==> src/rtl/spi_master_param.sv <==
// Parameterised SPI master: one transfer of 1..DATA_W bits with selectable CPOL/CPHA,
// bit order, clock divider and chip select, sequenced IDLE -> SETUP -> SHIFT -> HOLD -> DONE.
module spi_master_param #(
    parameter  int DATA_W = 16,
    parameter  int NUM_CS = 4,
    parameter  int DIV_W  = 8,
    localparam int TS_W   = $clog2(DATA_W) + 1,
    localparam int CS_W   = (NUM_CS > 1) ? $clog2(NUM_CS) : 1
) (
    input  logic              sys_clk,
    input  logic              rst,
    input  logic              t_start,
    input  logic [DATA_W-1:0] d_in,
    input  logic [TS_W-1:0]   t_size,
    input  logic [DIV_W-1:0]  clk_div,
    input  logic              cpol,
    input  logic              cpha,
    input  logic              lsb_first,
    input  logic [CS_W-1:0]   cs_sel,
    output logic [DATA_W-1:0] d_out,
    output logic              read_en,
    output logic              busy,
    output logic [NUM_CS-1:0] cs,
    output logic              spi_clk,
    output logic              mosi,
    input  logic              miso
);

    localparam logic [2:0] ST_IDLE  = 3'd0;
    localparam logic [2:0] ST_SETUP = 3'd1;
    localparam logic [2:0] ST_SHIFT = 3'd2;
    localparam logic [2:0] ST_HOLD  = 3'd3;
    localparam logic [2:0] ST_DONE  = 3'd4;

    logic [2:0]        state_r;
    logic [DIV_W-1:0]  cnt_r;
    logic [DIV_W-1:0]  div_r;
    logic [TS_W:0]     edge_r;
    logic [TS_W-1:0]   n_r;
    logic [DATA_W-1:0] tx_r;
    logic [DATA_W-1:0] rx_r;
    logic              cpol_r;
    logic              cpha_r;
    logic              lsb_r;
    logic              busy_r;
    logic              read_en_r;
    logic [NUM_CS-1:0] cs_r;
    logic              spi_clk_r;
    logic              mosi_r;
    logic [DATA_W-1:0] d_out_r;

    logic [TS_W-1:0]   n_s;
    logic [DATA_W-1:0] aligned_s;
    logic [NUM_CS-1:0] cs_dec_s;
    logic              tick_s;
    logic              lead_s;
    logic              last_s;
    logic [DATA_W-1:0] tx_shift_s;
    logic [DATA_W-1:0] rx_ins_s;
    logic [DATA_W-1:0] rx_final_s;

    // Bit currently presented on the wire for a word aligned to its shift direction
    function automatic logic out_bit(input logic [DATA_W-1:0] word, input logic lsb);
        if (lsb) begin
            out_bit = word[0];
        end else begin
            out_bit = word[DATA_W-1];
        end
    endfunction

    // Request decode: effective length, shift alignment and chip-select pattern
    always_comb begin
        n_s       = t_size;
        aligned_s = d_in;
        cs_dec_s  = {NUM_CS{1'b1}};
        if ((t_size == {TS_W{1'b0}}) || (t_size > TS_W'(DATA_W))) begin
            n_s = TS_W'(DATA_W);
        end else begin
            n_s = t_size;
        end
        // MSB-first words are left-aligned so bit n-1 leaves first from the top
        if (lsb_first) begin
            aligned_s = d_in;
        end else begin
            aligned_s = d_in << (DATA_W - int'(n_s));
        end
        for (int i = 0; i < NUM_CS; i++) begin
            cs_dec_s[i] = (cs_sel != CS_W'(i));
        end
    end

    // Shift-phase helpers derived from the captured configuration
    always_comb begin
        tick_s     = (cnt_r == div_r);
        lead_s     = ~edge_r[0];
        last_s     = (edge_r == ({n_r, 1'b0} - {{TS_W{1'b0}}, 1'b1}));
        tx_shift_s = tx_r;
        rx_ins_s   = rx_r;
        rx_final_s = rx_r;
        if (lsb_r) begin
            tx_shift_s = tx_r >> 1;
            rx_ins_s   = {miso, rx_r[DATA_W-1:1]};
            rx_final_s = rx_r >> (DATA_W - int'(n_r));
        end else begin
            tx_shift_s = tx_r << 1;
            rx_ins_s   = {rx_r[DATA_W-2:0], miso};
            rx_final_s = rx_r;
        end
    end

    // Transfer sequencer and all registered outputs
    always_ff @(posedge sys_clk) begin
        if (rst) begin
            state_r   <= ST_IDLE;
            cnt_r     <= {DIV_W{1'b0}};
            div_r     <= {DIV_W{1'b0}};
            edge_r    <= {(TS_W+1){1'b0}};
            n_r       <= {TS_W{1'b0}};
            tx_r      <= {DATA_W{1'b0}};
            rx_r      <= {DATA_W{1'b0}};
            cpol_r    <= 1'b0;
            cpha_r    <= 1'b0;
            lsb_r     <= 1'b0;
            busy_r    <= 1'b0;
            read_en_r <= 1'b0;
            cs_r      <= {NUM_CS{1'b1}};
            spi_clk_r <= 1'b0;
            mosi_r    <= 1'b0;
            d_out_r   <= {DATA_W{1'b0}};
        end else begin
            read_en_r <= 1'b0;
            case (state_r)
                ST_IDLE: begin
                    if (t_start) begin
                        state_r   <= ST_SETUP;
                        busy_r    <= 1'b1;
                        n_r       <= n_s;
                        div_r     <= clk_div;
                        cpol_r    <= cpol;
                        cpha_r    <= cpha;
                        lsb_r     <= lsb_first;
                        cs_r      <= cs_dec_s;
                        spi_clk_r <= cpol;
                        tx_r      <= aligned_s;
                        rx_r      <= {DATA_W{1'b0}};
                        cnt_r     <= {DIV_W{1'b0}};
                        edge_r    <= {(TS_W+1){1'b0}};
                        // CPHA=1 drives the first bit on the first leading edge instead
                        mosi_r    <= cpha ? 1'b0 : out_bit(aligned_s, lsb_first);
                    end else begin
                        mosi_r <= 1'b0;
                    end
                end
                ST_SETUP: begin
                    if (tick_s) begin
                        state_r <= ST_SHIFT;
                        cnt_r   <= {DIV_W{1'b0}};
                    end else begin
                        cnt_r <= cnt_r + DIV_W'(1);
                    end
                end
                ST_SHIFT: begin
                    if (tick_s) begin
                        cnt_r     <= {DIV_W{1'b0}};
                        spi_clk_r <= ~spi_clk_r;
                        edge_r    <= edge_r + {{TS_W{1'b0}}, 1'b1};
                        if (lead_s == ~cpha_r) begin
                            rx_r <= rx_ins_s;
                        end else if (lead_s) begin
                            mosi_r <= out_bit(tx_r, lsb_r);
                            tx_r   <= tx_shift_s;
                        end else begin
                            mosi_r <= out_bit(tx_shift_s, lsb_r);
                            tx_r   <= tx_shift_s;
                        end
                        if (last_s) begin
                            state_r <= ST_HOLD;
                        end else begin
                            state_r <= ST_SHIFT;
                        end
                    end else begin
                        cnt_r <= cnt_r + DIV_W'(1);
                    end
                end
                ST_HOLD: begin
                    if (tick_s) begin
                        state_r   <= ST_DONE;
                        cnt_r     <= {DIV_W{1'b0}};
                        cs_r      <= {NUM_CS{1'b1}};
                        d_out_r   <= rx_final_s;
                        read_en_r <= 1'b1;
                    end else begin
                        cnt_r <= cnt_r + DIV_W'(1);
                    end
                end
                ST_DONE: begin
                    state_r <= ST_IDLE;
                    busy_r  <= 1'b0;
                    mosi_r  <= 1'b0;
                end
                default: begin
                    state_r   <= ST_IDLE;
                    busy_r    <= 1'b0;
                    cs_r      <= {NUM_CS{1'b1}};
                    spi_clk_r <= cpol_r;
                    mosi_r    <= 1'b0;
                end
            endcase
        end
    end

    assign d_out   = d_out_r;
    assign read_en = read_en_r;
    assign busy    = busy_r;
    assign cs      = cs_r;
    assign spi_clk = spi_clk_r;
    assign mosi    = mosi_r;

endmodule
==> config.mk <==
export PLATFORM = sky130hd
export DESIGN_NAME = spi_master_param
export DESIGN_NICKNAME = d
export VERILOG_FILES = /design/src/rtl/spi_master_param.sv
export SDC_FILE = /design/constraint.sdc
export NUM_CORES = 1
export LEC_CHECK = 0
export CAP_MARGIN = 20
export CORE_ASPECT_RATIO = 2
export CORE_MARGIN = 1
export CORE_UTILIZATION = 55
export CTS_BUF_LIST = sky130_fd_sc_hd__clkbuf_16
export DETAILED_ROUTE_END_ITERATION = 8
export GPL_TIMING_DRIVEN = 0
export PLACE_DENSITY_LB_ADDON = 0.3
export SETUP_SLACK_MARGIN = 0.3
export SLEW_MARGIN = 20
export SYNTH_ARGS = -nofsm -noshare
export SYNTH_HDL_FRONTEND = slang
export SYNTH_SLANG_ARGS = --single-unit
==> constraint.sdc <==
create_clock -name sys_clk -period 11.65 [get_ports sys_clk]
set_input_delay 1.7475 -clock sys_clk [delete_from_list [all_inputs] [get_ports sys_clk]]
set_output_delay 1.7475 -clock sys_clk [all_outputs]
set_load 0.005 [all_outputs]
==> impl_metrics.csv, run 1 <==
group,metric,value,unit
yosys,synth.most_common_cell,"nor2_1",
global_routing,grt_overflow,0,
global_routing,grt_pass1_vias,6314,
yosys,yosys-top-cells-count,"92 x nor2_1, 89 x dfxtp_1, 88 x mux2i_1",
place,port_buffers,60,
clocking,postCtsResizedCells,0,
power_and_ir_drop,p_sw_frac,0.399,
place,post-place-ws,4.96,ns
yosys,yosys_warnings,0,
yosys,syn_inst,738,
drt,ant_nets,0,
timing,max_freq,157,MHz
drt,num_vias,6210,
drt,totalWireLength,20900,microns
clocking,cts_hold_buffers,0,
timing,period_minus_slack,6.39,ns
layout,syn_to_final_growth,17.3,%
timing,max-slew-margin-rel,0.413,
yosys,ys.flop_type,"dfxtp_1",
critical_path,crit_fanout,10,
timing,finalCritPeriodShare,0.548,
yosys,async_flop_share,0,
clocking,clk_pin_slew,0.07,ns
clocking,clk_latency,0.35,ns
floorplan,rows,54,
layout,drive_above_1_share,0.106,
drt,wl_met1,6760,microns
timing,slew_violations,0,
global_routing,grt_antenna_before_repair,0,
power_and_ir_drop,p_comb_frac,0.433,
critical_path,arrival,6.58,ns
timing,setup_slack,5.26,ns
yosys,synth.avg_cell_area,8.46,sq um
place,gp_congestion,0.997,
outcome,status,"finished, final reports clean",
drt,wl_per_cell,21.9,microns
worst_hold_path,hp-class,"register to register",
drt,wl_met3,899,microns
floorplan,core,0.0109,sq mm
timing,finalClockSkew,0.00803,ns
timing,grt_setup_unrepaired,"no",
layout,insertedDiodeCount,0,
drt,drc,0,
power_and_ir_drop,p_seq_frac,0.316,
power_and_ir_drop,p_leak,2.64,nW
critical_path,startpoint_type,"primary input",
timing,worst_slew_pin_slew,0.874,ns
clocking,post_cts_buffers,0,
place,dp_hpwl,16400,microns
critical_path,required,11.84,ns
clocking,htreeDepth,3,
clocking,cts-root-buf,"clkbuf_16",
critical_path,cp-end-kind,"register",
yosys,synth_edf_count,0,
power_and_ir_drop,p_int,0.720,mW
yosys,synth_cell_types,79,
clocking,cts_tree,"done",
drt,highest_layer,"met4",
yosys,syn-num-nets,781,
floorplan,die_y,153,microns
clocking,cts.sinks,89,
floorplan,dieArea,0.0118,sq mm
yosys,netlist_top_cells_area,"dfxtp_1 29%, mux2i_1 14%, mux4_2 6.1%",
global_routing,grt_max_degree,17,
power_and_ir_drop,ir_drop,0.100,mV
yosys,synth_top_area_frac,0.285,
timing,fin_setup_tns,0,ns
flow_run,drv_cap,0,
global_routing,track_usage,0.368,
global_routing,grt_pass1_wl,33200,microns
clocking,numCtsBuffers,9,
yosys,yosys.area.top_type,"dfxtp_1",
drt,met2_length,11500,microns
drt,drt_iter0_markers,353,
floorplan,boundaryPins,62,
yosys,ys_ff_latch,89,
power_and_ir_drop,power.switching,0.479,mW
drt,vias_per_cell,6.51,
power_and_ir_drop,clockPowerShare,0.251,
critical_path,crit_type,"primary input to register",
floorplan,start_util,0.570,
timing,setup_viol,0,
layout,layout.nets,852,
clocking,cts_buffer_depth,2,
drt,firstDrtPassIters,5,
critical_path,rrSetupSlack,8.83,ns
timing,hold_violations,0,
floorplan,die_w,77.3,microns
yosys,yosysSeqAreaShare,0.285,
power_and_ir_drop,power.density,164,mW/mm^2
power_and_ir_drop,power.total,1.20,mW
yosys,synth_area,0.00624,sq mm
kinds of logic after synthesis:
kind of cell | count (synthesis) | synth area share
and+or+nand+nor | 273 | 0.212
AOI/OAI and AO/OA | 155 | 0.174
DFF | 89 | 0.285
adders and majority gates | 5 | 0.0100
buffers and inverters | 75 | 0.0587
muxes | 109 | 0.210
xor gates and xnor gates | 32 | 0.0503
flip-flops by register name, indices dropped and copies added, names as in the netlist, 3 cells and up:
register,cells
state_r,3
cs,4
rx_r,16
d_out,16
tx_r,16
n_r,5
div_r,8
cnt_r,8
edge_r,6
power groups by stage:
| stage | combinational [mW] | clock, mW | sequential (mW) |
|---|---|---|---|
| after CTS | 0.511 | 0.303 | 0.377 |
| final | 0.519 | 0.301 | 0.379 |
| after floorplan | 0.368 | 0 | 0.374 |
| after global routing | 0.560 | 0.315 | 0.382 |
| after detailed placement | 0.508 | 0 | 0.384 |
| after global placement | 0.498 | 0 | 0.382 |
critical path, cell delays in order:
cell and delay, ns:
clkdlybuf4s50_1 0.51, nor3_1 0.47, nand2b_1 0.11, ha_1 0.30, buf_6 0.14, nor2b_1 0.22, buf_4 0.22, buf_4 0.21
inv_1 0.11, ha_1 0.28, buf_2 0.16, clkbuf_1 0.48, mux2i_1 0.41, mux2i_1 0.14, a32o_1 0.24, o311ai_0 0.67
a211oi_1 0.15
worst paths after layout:
kind / from / end / cells past startpoint
worst max-delay path: t_size[2] / tx_r[11]$_SDFFE_PP0P_ / 17
worst min-delay path: div_r[4]$_SDFFE_PP0P_ / div_r[4]$_SDFFE_PP0P_ / 2
worst max register to register: n_r[0]$_SDFFE_PP0P_ / d_out[3]$_SDFFE_PP0P_ / 12
worst min register to register: div_r[4]$_SDFFE_PP0P_ / div_r[4]$_SDFFE_PP0P_ / 2
routing by layer:
metal	track usage	vias up
li1	-	2836
met1	0.344	2966
met2	0.689	292
met3	0.0479	116
met4	0.299	0
met5	0	-
stage by stage:
stage,util,instances,hold WS (ns),area (sq um)
after CTS,0.669,954,0.472,7320
after global routing,0.669,954,0.495,7320
after floorplan,-,738,0.437,6240
final,0.669,954,0.470,7320
after detailed placement,0.641,938,0.462,7020
after global placement,0.641,938,0.449,7020
cell usage in the layout, fill, tap and decap left out, types with 14 or more instances in the layout:
cell / synthesis / final
nor3_1: 28 / 28
dfxtp_1: 89 / 89
a21oi_1: 51 / 51
xor2_1: 16 / 16
nor2_1: 92 / 92
clkbuf_1: 28 / 28
mux2i_1: 88 / 88
mux4_2: 17 / 17
a211oi_1: 15 / 15
clkdlybuf4s50_1: 0 / 60
nand3_1: 14 / 14
nand2_1: 77 / 77
inv_1: 16 / 17
area by class of cell:
type	instances	area, sq um
well taps	140	175
multi-input cells	574	4090
flip-flops and latches	89	1780
clock inverters	7	77.6
repair buffers	60	601
inverters	19	71.3
fillers	959	3620
plain buffers	56	295
clock buffers	9	225
(Power assumes the default switching activity.)
==> run 2, diff against run 1 <==
==> constraint.sdc (replaced) <==
create_clock -name sys_clk -period 6.21 [get_ports sys_clk]
set_input_delay 0.9315 -clock sys_clk [delete_from_list [all_inputs] [get_ports sys_clk]]
set_output_delay 0.9315 -clock sys_clk [all_outputs]
set_load 0.005 [all_outputs]
==> results of run 2 <==
The final DEF is identical to that of run 1. Status: finished, final reports clean.
Among the figures that moved: setup slack after placement 4.96 ns -> 0.334 ns; setup slack after layout 5.26 ns -> 0.637 ns; register-to-register setup slack 8.83 ns -> 3.39 ns; total power 1.20 mW -> 2.25 mW; worst IR drop on VDD 0.100 mV -> 0.188 mV
==> run 3, diff against run 2 <==
==> constraint.sdc (replaced) <==
create_clock -name sys_clk -period 6.21 [get_ports sys_clk]
set_input_delay 0.9315 -clock sys_clk [delete_from_list [all_inputs] [get_ports sys_clk]]
set_output_delay 0.9315 -clock sys_clk [all_outputs]
set_load 0.02 [all_outputs]
==> results of run 3 <==
The final DEF is identical to that of run 1. Status: finished, final reports clean.
Among the figures that moved: setup slack after placement 4.96 ns -> 0.334 ns; setup slack after layout 5.26 ns -> 0.637 ns; register-to-register setup slack 8.83 ns -> 3.39 ns; total power 1.20 mW -> 2.27 mW; worst IR drop on VDD 0.100 mV -> 0.188 mV
